<file path="config.mk">
export PLATFORM = sky130hd
export DESIGN_NAME = keypad_scanner
export DESIGN_NICKNAME = d
export VERILOG_FILES = /design/src/rtl/keypad_scanner.sv
export SDC_FILE = /design/constraint.sdc
export NUM_CORES = 1
export LEC_CHECK = 0
export BUFFER_PORTS_ARGS = -buffer_cell sky130_fd_sc_hd__buf_4
export CAP_MARGIN = 0
export CELL_PAD_IN_SITES_DETAIL_PLACEMENT = 2
export CELL_PAD_IN_SITES_GLOBAL_PLACEMENT = 2
export CORE_ASPECT_RATIO = 1.1
export CORE_MARGIN = 4
export CORE_UTILIZATION = 40
export CTS_BUF_LIST = sky130_fd_sc_hd__clkbuf_4 sky130_fd_sc_hd__clkbuf_8 sky130_fd_sc_hd__clkbuf_16
export CTS_CLUSTER_DIAMETER = 60
export DETAILED_ROUTE_END_ITERATION = 10
export PLACE_DENSITY_LB_ADDON = 0.1
export SYNTH_ARGS = -nofsm -noshare
export SYNTH_HDL_FRONTEND = slang
export SYNTH_SLANG_ARGS = --single-unit
export TNS_END_PERCENT = 30
</file>
<file path="constraint.sdc">
create_clock -name clk -period 4.5 [get_ports clk]
set_input_delay 0.45 -clock clk [delete_from_list [all_inputs] [get_ports clk]]
set_output_delay 0.45 -clock clk [all_outputs]
set_load 0.01 [all_outputs]
</file>
<file path="src/rtl/keypad_scanner.sv">
// 4x4 keypad matrix scanner with column synchroniser, frame debounce and new-key event.
// Optional macro KEYPAD_CHIP8_MAP_EN selects the CHIP-8 key layout instead of identity mapping.
module keypad_scanner #(
  parameter int SCAN_DIV       = 1024,
  parameter int DEBOUNCE_SCANS = 4
) (
  input  logic        clk,
  input  logic        reset,
  input  logic [3:0]  kp_col_in,
  output logic [3:0]  kp_row_out,
  output logic [15:0] keypad_matrix,
  output logic        key_event,
  output logic [3:0]  key_code
);

  // state | meaning
  // ROW0  | row 0 driven low, dwell counting
  // ROW1  | row 1 driven low, dwell counting
  // ROW2  | row 2 driven low, dwell counting
  // ROW3  | row 3 driven low; its sample completes the frame
  typedef enum logic [1:0] {ROW0, ROW1, ROW2, ROW3} row_t;

  localparam int CW = (SCAN_DIV > 1) ? $clog2(SCAN_DIV) : 1;
  localparam int SW = $clog2(DEBOUNCE_SCANS + 1);
  localparam logic [CW-1:0] CNT_LAST   = CW'(SCAN_DIV - 1);
  localparam logic [SW-1:0] STABLE_MAX = SW'(DEBOUNCE_SCANS);

  row_t          state, state_nxt;
  logic [CW-1:0] cnt;
  logic [3:0]    col_meta, col_sync;
  logic [15:0]   raw, raw_nxt, prev_raw, new_keys;
  logic [SW-1:0] stable, stable_nxt;
  logic          sample, frame_done, frame_done_q, commit;

  function automatic logic [3:0] key_index(input logic [1:0] r, input logic [1:0] c);
`ifdef KEYPAD_CHIP8_MAP_EN
    logic [3:0] k;
    case ({r, c})
      4'h0: k = 4'h1;  4'h1: k = 4'h2;  4'h2: k = 4'h3;  4'h3: k = 4'hC;
      4'h4: k = 4'h4;  4'h5: k = 4'h5;  4'h6: k = 4'h6;  4'h7: k = 4'hD;
      4'h8: k = 4'h7;  4'h9: k = 4'h8;  4'hA: k = 4'h9;  4'hB: k = 4'hE;
      4'hC: k = 4'hA;  4'hD: k = 4'h0;  4'hE: k = 4'hB;  default: k = 4'hF;
    endcase
    return k;
`else
    return {r, c};
`endif
  endfunction

  function automatic logic [3:0] lowest_set(input logic [15:0] v);
    logic [3:0] idx;
    idx = 4'h0;
    for (int i = 15; i >= 0; i--)
      if (v[i]) idx = 4'(i);
    return idx;
  endfunction

  // Columns idle high; reset value keeps the first samples reading "no key".
  always_ff @(posedge clk or negedge reset) begin
    if (!reset) begin
      col_meta <= 4'hF;
      col_sync <= 4'hF;
    end else begin
      col_meta <= kp_col_in;
      col_sync <= col_meta;
    end
  end

  always_ff @(posedge clk or negedge reset) begin
    if (!reset)      cnt <= '0;
    else if (sample) cnt <= '0;
    else             cnt <= cnt + 1'b1;
  end

  assign sample     = (cnt == CNT_LAST);
  assign frame_done = sample && (state == ROW3);

  always_ff @(posedge clk or negedge reset) begin
    if (!reset) state <= ROW0;
    else        state <= state_nxt;
  end

  always_comb begin
    state_nxt = state;
    if (sample) begin
      case (state)
        ROW0:    state_nxt = ROW1;
        ROW1:    state_nxt = ROW2;
        ROW2:    state_nxt = ROW3;
        default: state_nxt = ROW0;
      endcase
    end
  end

  always_comb begin
    case (state)
      ROW0:    kp_row_out = 4'b1110;
      ROW1:    kp_row_out = 4'b1101;
      ROW2:    kp_row_out = 4'b1011;
      default: kp_row_out = 4'b0111;
    endcase
  end

  always_comb begin
    raw_nxt = raw;
    for (int c = 0; c < 4; c++)
      raw_nxt[key_index(state, 2'(c))] = ~col_sync[c];
  end

  always_comb begin
    if (raw_nxt != prev_raw)     stable_nxt = SW'(1);
    else if (stable == STABLE_MAX) stable_nxt = stable;
    else                         stable_nxt = stable + 1'b1;
  end

  always_ff @(posedge clk or negedge reset) begin
    if (!reset) begin
      raw          <= '0;
      prev_raw     <= '0;
      stable       <= '0;
      frame_done_q <= 1'b0;
    end else begin
      frame_done_q <= frame_done;
      if (sample) raw <= raw_nxt;
      if (frame_done) begin
        prev_raw <= raw_nxt;
        stable   <= stable_nxt;
      end
    end
  end

  // raw still holds the completed frame one clock after the ROW3 sample.
  assign commit   = frame_done_q && (stable == STABLE_MAX) && (raw != keypad_matrix);
  assign new_keys = raw & ~keypad_matrix;

  always_ff @(posedge clk or negedge reset) begin
    if (!reset) begin
      keypad_matrix <= '0;
      key_event     <= 1'b0;
      key_code      <= 4'h0;
    end else begin
      key_event <= 1'b0;
      if (commit) begin
        keypad_matrix <= raw;
        if (|new_keys) begin
          key_event <= 1'b1;
          key_code  <= lowest_set(new_keys);
        end
      end
    end
  end

endmodule

</file>
* Word-level counts from Yosys, hierarchy flattened
Cells that the tools add are included.
Word-level totals: bits of input ports 6, register bits 77, output and inout bits 25, word-level logic and storage cells 81
Operators by class: equal/unequal tests 8, add/sub/neg operators 2, order comparisons 8, bitwise operators 6, muxes and demuxes 35, reductions and logical operators 11
Operator list (number):
- bitwise mux 16 bit | 4
- 2-to-1 mux 4 bit | 16
- inequality test 16 bit | 2
- less-than comparator 4 x 5 -> 1 bit, second input constant | 4
- bitwise AND 16 bit | 1
- greater-or-equal comparator 4 x 1 -> 1 bit, second input constant | 4
- inverter 16 bit | 1
- OR reduction 16 bit | 1
- one-hot mux 4 bit (3 select lines) | 1
- adder 10 x 1 -> 10 bit, second input constant | 1
- == test 10 bit, second input constant | 1
- 2-to-1 mux 10 bit | 1
- demux 1 bit (select 2 bit) | 4
- logical AND 1 bit | 7
- 2-to-1 mux 1 bit | 6
- 2-to-1 mux 3 bit | 2
- one-hot mux 2 bit (3 select lines) | 1
- == test 2 bit, second input constant | 2
- inverter 1 bit | 4
- AND reduction 2 bit | 2
- adder 3 x 1 -> 3 bit, second input constant | 1
- == test 3 bit, second input constant | 1
- == test 2 x 1 -> 1 bit, second input constant | 1
- zero test 2 bit | 1
- inequality test 2 bit, second input constant | 1

* Depth between registers and ports, before layout
Gate-level depths: netlist (run 1).
depth in word-level cells 18, mapped depth 9, gate-level depth less buffers 8

* Worst setup path after synthesis (run 1)
Ideal clock, no wire load.
path kind register -> register, start register state[0], end register stable[2], cell stages (with the launch flop) 9, data required time 4.429 ns, slack 2.234 ns, path buffers 1, setup time 0.071 ns, arrival time 2.195 ns, cells stage by stage dfrtp_1 > inv_1 > ha_1 > buf_6 > mux2i_2 > xnor2_1 > or4_1 > o41a_1 > nor2_1
Between the ends: longest elaborated chain between the ends 11, elaborated cells between the ends (all ways) 30
RTL lines:
- from (decl) | RTL line 28 | row_t state, state_nxt;
- from (signal assigned) | RTL line 80 | else state <= state_nxt;
- less-than comparator 4 x 5 -> 1 bit (implied by the code) / greater-or-equal comparator 4 x 1 -> 1 bit (equally long branches) | RTL line 107 | raw_nxt[key_index(state, 2'(c))] = ~col_sync[c];
- logical AND 1 bit (implied by the code) | RTL line 107
- 2-to-1 mux 1 bit (implied by the code) | RTL line 107
- demux 1 bit (select 2 bit) | RTL line 107
- bitwise mux 16 bit (4 in a row) | RTL line 107
- inequality test 16 bit | RTL line 111 | if (raw_nxt != prev_raw) stable_nxt = SW'(1);
- inequality test 2 bit (no source line)
- AND reduction 2 bit (no source line)
- to (signal assigned) | RTL line 127 | stable <= stable_nxt;
- to (decl) | RTL line 32 | logic [SW-1:0] stable, stable_nxt;
Several ways; a longest one is shown, not always the timed one. A chain may end at the register's enable or synchronous reset.

* Worst setup path after layout (run 1)
start register cnt[0], end register stable[1]
Between the ends: longest elaborated chain between the ends 3
RTL lines:
- from (decl) | RTL line 29 | logic [CW-1:0] cnt;
- from (signal assigned) | RTL line 72 | else cnt <= cnt + 1'b1;
- == test 10 bit | RTL line 75 | assign sample = (cnt == CNT_LAST);
- logical AND 1 bit | RTL line 76 | assign frame_done = sample && (state == ROW3);
- AND reduction 2 bit (no source line)
No other way between the ends.

==> key figures, run 1 <==
Clock network
  • CTS Hold Bufs: 0
  • CTS Buf Count: 9
  • Root Driver: clkbuf_8
  • H-Tree Depth: 3
  • Max clock buf depth: 2
  • Clock slew at reported path FFs: 0.08 ns
  • Worst skew pair latency: around 0.35 ns
  • Clock sinks: 77
  • CTS tree: yes
  • PostCTS Resize Cnt: 0
  • Setup Fix Bufs, Post-CTS: 0

Synthesis
  • Synth Register Bits: 77
  • Mapped Area: ~3800 sq um
  • EDFF count, synth: 0
  • Syn Area/Cell: between 9 and 10 sq um
  • Syn nets: 417
  • YS warnings: 0
  • Share of flip-flops with an asynchronous set or reset: 1.000
  • Primary FF master, synth: dfrtp_1
  • Post-Syn Instances: 387
  • Register area share after synthesis: 0.5148
  • Post-synth cell types: 43

Global routing
  • Pin count of the biggest net entering global routing: 78
  • First-pass GRT wire length: 15960 um
  • GRT overflow: 0
  • Antenna violations before repair: 0
  • Global Route Usage Sum: 0.1886
  • Number of global-route vias before repair: 3230

Floorplanning
  • Row Count: 36
  • Initial Util: 0.4176
  • DIE AREA: 11020 sq um
  • I/O pin total: 31
  • Core ar.: around 9000 sq um
  • Die width: 100.5 um
  • DIE HEIGHT: 109.7 um

Drt
  • Wirelength, routed: 9405 um
  • Post-detailed-route wirelength per cell: 17.51 um
  • Via/cell ratio: ~5.4
  • Via count: 2903
  • DR iter-0 viols: 53
  • DR DRC count: 0
  • ANT nets after route: 0
  • TritonRoute pass-1 iters: 4

Cells and area
  • Nets: 450
  • Inserted Diodes: 0
  • Leading cell types in the layout, fill and taps excluded: 69 x dfrtp_1, 51 x nand2_1, 43 x o21ai_0
  • Share of cells above drive strength 1: 0.1513
  • Most common cell after layout, fill and taps aside: dfrtp_1
  • Filler cells: 1013
  • Sequential standard cell area: 1937 sq um
  • Final Util: 0.4738
  • Area of the multi-input gates: 1655 sq um
  • Layout area overhead: 13.44%

STA
  • Relative slew slack: 0.3418
  • Minimum clock period: 2.704 ns
  • Fmax: 369.9 MHz
  • Max-slew violation count: 0
  • Setup violators final: 0
  • Final Hold Viols: 0
  • Fin Setup TNS: 0 ns
  • Clock skew: 0.01036 ns
  • Actual slew at the worst max-slew pin: 0.9872 ns
  • Unrepaired setup endpoints after global routing: false
  • Fin crit share: 0.6008

Setup path
  • CP endpoint kind: flop
  • R2R setup slack: 1.80 ns
  • Worst r2r path cells: 8
  • Worst Path Required: 4.79 ns
  • Reg2reg end: stable[1]
  • Startpoint Class: flop
  • Data arrival time of the worst path: between 2 and 3 ns
  • Kind of critical path: reg -> reg
  • Crit Path Max Fanout: 29
  • Reg-to-reg critical path startpoint: cnt[0]

Placement
  • GP Congestion: 0.7472
  • IO Port Bufs: 30
  • Detailed Place HPWL: just under 7000 um

Flow run
  • Max Cap Viol: 0

Min path
  • WHS Endpoint: col_meta[0]
  • Hold depth: 1
  • Hold Startpoint: kp_col_in[0]
  • HP Class: in -> reg

Outcome
  • Outcome: completed

Power
  • Power Density: 280.1 nW/um^2
  • P_leak: 2.021 nW
  • Maximum vdd drop: 147.9 uV
==> flip-flops by register name, indices dropped and copies added, names as in the netlist <==
register	cells
key_code	4
col_sync	4
frame_done_q	1
raw	16
col_meta	4
state	2
keypad_matrix	16
stable	3
cnt	10
key_event	1
prev_raw	16
==> critical path, cell delays in order (launching register included) <==
cell,delay (ns)
dfrtp_1,0.37
ha_1,0.23
nand2_1,0.13
nor3_2,0.22
nand2_1,0.39
inv_1,0.76
nand2_1,0.13
nor4_2,0.23
a221o_1,0.19
==> power breakdown <==
group | internal (mW) | switching (mW) | total (mW)
Clock | 0.229 | 0.239 | 0.468
Sequential | 0.698 | 0.00559 | 0.704
Combinational | 0.00602 | 0.0178 | 0.0238
==> cells by family (layout without fill, tap and decap cells) <==
logic type	count (synthesis)	count (layout)	share of synthesized area
XOR/XNOR	14	14	0.03259
multiplexers	9	9	0.02594
flip-flops	77	77	0.5148
AO/OA/AOI/OAI	84	84	0.1254
AND/OR/NAND/NOR	136	136	0.1756
adder cells (fa/ha/maj)	24	24	0.07981
buffers and inverters	43	79	0.04589
==> through the flow <==
stage	hold WS (ns)	power (mW)	std cells	area [sq um]	worst slack [ns]
after CTS	0.1911	1.223	537	4268	1.738
after global routing	0.1932	1.251	537	4268	1.428
final	0.2093	1.196	537	4268	1.796
after global placement	0.3458	0.7421	523	4099	1.915
after floorplan	0.1544	0.7206	387	3762	2.234
after detailed placement	0.3470	0.7429	523	4099	1.743
==> worst max path at each step <==
stage | start | end | slack (ns) | cells after the start
finish | cnt[0] | stable[1] | 1.80 | 8
global route | cnt[0] | stable[1] | 1.43 | 8
CTS | cnt[0] | stable[1] | 1.74 | 8
detailed placement | cnt[0] | stable[1] | 1.74 | 8
global placement | cnt[0] | stable[1] | 1.92 | 8
floorplan | state[0] | stable[2] | 2.23 | 8
==> metal layers <==
layer	global-route usage	vias to the layer above	share of wire
li1	-	1383	-
met2	0.3404	37	0.51
met3	0.03109	13	0.025
met1	0.2198	1470	0.44
met4	0.08181	0	0.022
met5	0	-	0
==> area by class of cell <==
type	count	share of cell area
flip-flops and latches	77	0.4538
multi-input cells	267	0.3879
repair buffers	32	0.05629
clock buffers	12	0.03723
well taps	114	0.03342
inverters	33	0.02902
clock inverters	2	0.002345
==> synthesized netlist by cell type (8+ instances only) <==
library cell  count  share of area
a21oi_1          22          0.029
dfrtp_1          69           0.46
dfstp_2           8          0.056
ha_1             24          0.080
inv_1            29          0.029
nand2_1          51          0.051
nand3_1           8          0.011
nor2_1           29          0.029
nor4_1            8          0.013
o21ai_0          43          0.057
xnor2_1          11          0.026
Power figures use the tool's default switching activity.
==> run 2: changes to the inputs <==
--- a/config.mk
+++ b/config.mk
@@ -11,7 +11,7 @@
 export CELL_PAD_IN_SITES_GLOBAL_PLACEMENT = 2
 export CORE_ASPECT_RATIO = 1.1
 export CORE_MARGIN = 4
-export CORE_UTILIZATION = 40
+export CORE_UTILIZATION = 34
 export CTS_BUF_LIST = sky130_fd_sc_hd__clkbuf_4 sky130_fd_sc_hd__clkbuf_8 sky130_fd_sc_hd__clkbuf_16
 export CTS_CLUSTER_DIAMETER = 60
 export DETAILED_ROUTE_END_ITERATION = 10
==> constraint.sdc (replaced) <==
create_clock -name clk -period 2.4 [get_ports clk]
set_input_delay 0.24 -clock clk [delete_from_list [all_inputs] [get_ports clk]]
set_output_delay 0.24 -clock clk [all_outputs]
set_load 0.01 [all_outputs]
==> run 2 against run 1 <==
Compared with the run above: critical path type unchanged; cell count up 11%; via count increased by 3.2%; register-to-register slack got worse by 1.7 ns; cell area rose by 14%; first-iteration DRC count up 53%; core utilization is 2.7 points lower.
==> key figures, run 2 (same netlist as run 1, synthesis figures left out) <==
Setup path
  • Reg2reg end: stable[2]
  • Reg-to-reg critical path startpoint: state[0]
  • CP top delay family: simple AND/OR/NAND/NOR gates
  • Critical Path Start: state[0]
  • Worst Path Required: 2.67 ns
  • R2R setup slack: roughly 0.05 ns
  • Crit Path Max Fanout: 10
  • CP bufs+invs: 0
  • Slowest stage delay, CP: between 0.4 and 0.5 ns
  • Data arrival time of the worst path: 2.62 ns
  • CP endpoint: stable[2]
  • Worst r2r path cells: 7
  • Levels on crit path: 7
  • Startpoint Class: flop
  • Slowest CP cell: o41a_1
  • CP endpoint kind: flop
  • Kind of critical path: reg -> reg
  • Crit-path cells: ha_2 > nor2b_1 > or3_1 > a211oi_1 > nand4_1 > o41a_1 > nor2_1

Cells and area
  • Inserted Diodes: 0
  • Sequential standard cell area: 1938 sq um
  • Largest regs: keypad_matrix (16), prev_raw (16), raw (16)
  • Layout area overhead: 28.90%
  • Most common cell after layout, fill and taps aside: dfrtp_1
  • Nets: between 400 and 500
  • Leading cell types in the layout, fill and taps excluded: 68 x dfrtp_1, 51 x nand2_1, 49 x buf_4
  • Area of the multi-input gates: 1795 sq um
  • Share of cells above drive strength 1: 0.2294
  • Filler cells: approximately 1200

Power
  • P_leak: 2.218 nW
  • Maximum vdd drop: 328.8 uV
  • Power Density: 614.5 nW/um^2

Placement
  • IO Port Bufs: 30
  • GP Congestion: 0.7856
  • Detailed Place HPWL: 7599 um

Floorplanning
  • DIE HEIGHT: approximately 120 um
  • Die width: 108.3 um
  • I/O pin total: 31
  • DIE AREA: around 13000 sq um
  • Row Count: 40
  • Initial Util: 0.3464
  • Core ar.: between 10000 and 15000 sq um

Global routing
  • First-pass GRT wire length: 17300 um
  • Pin count of the biggest net entering global routing: 44
  • Global Route Usage Sum: 0.1749
  • Number of global-route vias before repair: about 3300
  • GRT overflow: 0
  • Antenna violations before repair: 0

STA
  • Hold Slack: 0.3549 ns
  • Minimum clock period: 2.349 ns
  • Max-slew violation count: 0
  • Final Hold Viols: 0
  • Unrepaired setup endpoints after global routing: true
  • Fmax: 425.7 MHz
  • Setup violators final: 0
  • Clock skew: 0.006557 ns
  • Actual slew at the worst max-slew pin: 0.5687 ns
  • Relative slew slack: 0.6209
  • Fin crit share: 0.9789
  • Fin Setup TNS: 0 ns

Drt
  • Top Metal Used: met4
  • ANT nets after route: 0
  • DR iter-0 viols: 81
  • Via/cell ratio: 5.025
  • DR WL met3: ~220 um
  • Via count: 2995
  • Wirelength, routed: 10480 um
  • DR DRC count: 0
  • Metal-1 WL: 4491 um
  • Post-detailed-route wirelength per cell: 17.59 um
  • TritonRoute pass-1 iters: 4
  • Met2 wire len: 5516 um

Min path
  • HP Class: reg -> reg
  • Hold Startpoint: col_meta[2]

Clock network
  • Clock slew at reported path FFs: roughly 0.06 ns
  • Root Driver: clkbuf_16
  • Max clock buf depth: 2
  • CTS tree: yes
  • H-Tree Depth: 3
  • Clock sinks: 77
  • CTS Buf Count: 9
  • Worst skew pair latency: 0.34 ns

Outcome
  • Outcome: completed

Flow run
  • Max Cap Viol: 0
## run 2: what timing repair did
action                                  4_1_cts  5_1_grt
setup buffers                                 2        5
hold endpoints to repair                     46        0
endpoints found under the setup margin        3        3
pin swaps                                     1        7
hold buffers                                  5        0
resized for setup                            11       22
## run 2: final cells by class
type	instances	area share
Sequential cell	77	0.3996
Multi-Input combinational cell	267	0.3702
Timing Repair Buffer	56	0.09262
Clock buffer	12	0.05237
Tap cell	147	0.03793
Inverter	33	0.02761
Clock inverter	4	0.01961
## run 2: power by group
part	switching, mW	internal [mW]	total (mW)
logic	0.0434	0.0284	0.0719
clock network	0.523	1.07	1.59
registers	0.00828	1.31	1.32
## run 2: how the worst min path moves through the flow
stage,to,slack [ns],cells after the start
3_5_place_dp,keypad_matrix[1],0.28,1
6_report,col_sync[2],0.35,0
4_1_cts,col_sync[2],0.36,0
2_1_floorplan,cnt[0],-0.06,0
3_3_place_gp,keypad_matrix[1],0.28,1
5_1_grt,col_sync[2],0.36,0
## run 2: through the flow
step	std cells	util	setup WS (ns)	instance area (sq um)	total power, mW
3_3_place_gp	568	0.3907	0.003982	4243	1.403
3_5_place_dp	568	0.3907	-0.1095	4243	1.404
6_report	596	0.4465	0.05073	4850	2.980
4_1_cts	591	0.4329	0.01347	4702	3.025
5_1_grt	596	0.4465	-0.06609	4850	3.109
2_1_floorplan	387	-	0.1340	3762	1.351
## run 2: per-layer routing
| metal | track usage | vias to the layer above |
|---|---|---|
| met3 | 0.02840 | 14 |
| met1 | 0.2071 | 1505 |
| met4 | 0.07656 | 0 |
| met2 | 0.3075 | 34 |
| met5 | 0 | - |
| li1 | - | 1442 |
==> run 3: changes to the inputs <==
--- a/config.mk
+++ b/config.mk
@@ -7,11 +7,11 @@
 export LEC_CHECK = 0
 export BUFFER_PORTS_ARGS = -buffer_cell sky130_fd_sc_hd__buf_4
 export CAP_MARGIN = 0
-export CELL_PAD_IN_SITES_DETAIL_PLACEMENT = 2
-export CELL_PAD_IN_SITES_GLOBAL_PLACEMENT = 2
+export CELL_PAD_IN_SITES_DETAIL_PLACEMENT = 0
+export CELL_PAD_IN_SITES_GLOBAL_PLACEMENT = 1
 export CORE_ASPECT_RATIO = 1.1
 export CORE_MARGIN = 4
-export CORE_UTILIZATION = 34
+export CORE_UTILIZATION = 40
 export CTS_BUF_LIST = sky130_fd_sc_hd__clkbuf_4 sky130_fd_sc_hd__clkbuf_8 sky130_fd_sc_hd__clkbuf_16
 export CTS_CLUSTER_DIAMETER = 60
 export DETAILED_ROUTE_END_ITERATION = 10
==> run 3 against run 2 <==
Compared with the run above: first-iteration DRC count rose by 120%; sequential share of layout area rose by 2.9 points; highest routed layer unchanged; register-to-register slack barely moved.
==> key figures, run 3 (same netlist as run 1, synthesis figures left out) <==
Outcome
  • Outcome: completed

Setup path
  • Startpoint Class: flop
  • Data arrival time of the worst path: 2.63 ns
  • Worst Path Required: 2.68 ns
  • CP endpoint kind: flop
  • Crit Path Max Fanout: 4
  • Kind of critical path: reg -> reg

STA
  • Setup violators final: 0
  • Minimum clock period: between 2 and 2.5 ns
  • Hold Slack: roughly 0.039 ns
  • Actual slew at the worst max-slew pin: 0.9615 ns
  • Relative slew slack: 0.3590
  • Unrepaired setup endpoints after global routing: true
  • Clock skew: 0.01088 ns
  • Max-slew violation count: 0
  • Fin Setup TNS: 0 ns
  • Fmax: 425.7 MHz
  • Fin crit share: 0.9788
  • Final Hold Viols: 0

Power
  • Maximum vdd drop: 328.6 uV
  • Power Density: 513.8 nW/um^2
  • P_leak: 2.099 nW
  • Overall Power: 2.323 mW

Cells and area
  • Inserted Diodes: 0
  • Sequential standard cell area: 1938 sq um
  • Largest regs: keypad_matrix (16), prev_raw (16), raw (16)
  • Layout area overhead: 20.15%
  • Nets: 468
  • Share of cells above drive strength 1: 0.2122
  • Area of the multi-input gates: around 1700 sq um
  • Cell area after layout: around 4500 sq um
  • Final Util: 0.5018
  • Filler cells: 849
  • Most common cell after layout, fill and taps aside: dfrtp_1
  • Leading cell types in the layout, fill and taps excluded: 68 x dfrtp_1, 51 x nand2_1, 46 x buf_4

Placement
  • Detailed Place HPWL: 5790 um
  • GP Congestion: between 0.7 and 0.8
  • IO Port Bufs: 30
  • DP Area: ~4200 sq um

Global routing
  • Antenna violations before repair: 0
  • Global Route Usage Sum: 0.1602
  • First-pass GRT wire length: 13660 um
  • Number of global-route vias before repair: 2785
  • Pin count of the biggest net entering global routing: just under 80
  • GRT overflow: 0

Floorplanning
  • DIE HEIGHT: 109.7 um
  • I/O pin total: 31
  • Row Count: 36
  • Die width: 100.5 um
  • Initial Util: 0.4176
  • DIE AREA: between 10000 and 15000 sq um
  • Core ar.: between 9000 and 10000 sq um

Min path
  • HP Class: in -> async

Drt
  • ANT nets after route: 0
  • Wirelength, routed: 8101 um
  • Post-detailed-route wirelength per cell: 14.54 um
  • DR iter-0 viols: 180
  • DR DRC count: 0
  • Via count: 2790
  • TritonRoute pass-1 iters: 5
  • Via/cell ratio: 5.009

Clock network
  • CTS Buf Count: 9
  • Root Driver: clkbuf_8
  • Max clock buf depth: 2
  • Worst skew pair latency: 0.34 ns
  • CTS tree: yes
  • H-Tree Depth: 3
  • Clock sinks: 77
  • Clock slew at reported path FFs: 0.09 ns

Flow run
  • Max Cap Viol: 0
[run 3: per-layer routing]
metal / track usage / wire [um] / vias up
met1: 0.2131 / 3808 / 1279
met2: 0.2562 / 3715 / 72
met3: 0.03426 / 398 / 14
met5: 0 / 0 / -
li1: - / - / 1425
met4: 0.06256 / 178 / 0
[run 3: worst paths after layout]
kind / start / to / slack [ns] / cells past startpoint
worst max-delay path: state[0] / stable[1] / 0.05 / 9
worst min-delay path: reset / key_code[0] / 0.04 / 1
worst max register to register: state[0] / stable[1] / 0.05 / 9
worst min register to register: col_meta[2] / col_sync[2] / 0.36 / 0
max in group asynchronous: reset / state[0] / 1.67 / 1
min in group clk: col_meta[2] / col_sync[2] / 0.36 / 0
[run 3: final cells by class]
cell class | instances | area share
sequential | 77 | 0.4287
multi-input combinational | 267 | 0.3839
timing repair buffer | 50 | 0.08525
tap | 114 | 0.03155
inverter | 33 | 0.02851
clock buffer | 9 | 0.02740
clock inverter | 7 | 0.01467
[run 3: worst max-delay path, stage by stage (launching register included)]
cell and delay, ns:
dfrtp_2 0.44, buf_4 0.15, ha_4 0.17, inv_4 0.09
buf_4 0.12, mux2i_2 0.26, xnor2_1 0.10, or4_4 0.45
nor4_2 0.32, a221o_1 0.19
[run 3: stage by stage]
step | std cells | setup slack (ns)
finish | 557 | 0.05099
global placement | 533 | 0.01148
global route | 557 | -0.03320
floorplan | 387 | 0.1340
detailed placement | 533 | -0.05561
CTS | 556 | 0.008763
[run 3: power by group]
group | leakage [nW] | switching, mW | internal, mW
Combinational | 0.968 | 0.0355 | 0.0182
Clock | 0.0987 | 0.476 | 0.475
Sequential | 1.03 | 0.00949 | 1.31
Total | 2.10 | 0.521 | 1.80
[run 3: timing repair]
action                     CTS  global route
setup endpoints to repair    3             3
hold buffers                 4             0
pin swaps                    0             2
resized for setup            4            16
hold endpoints to repair     4             0
setup buffers                3             1
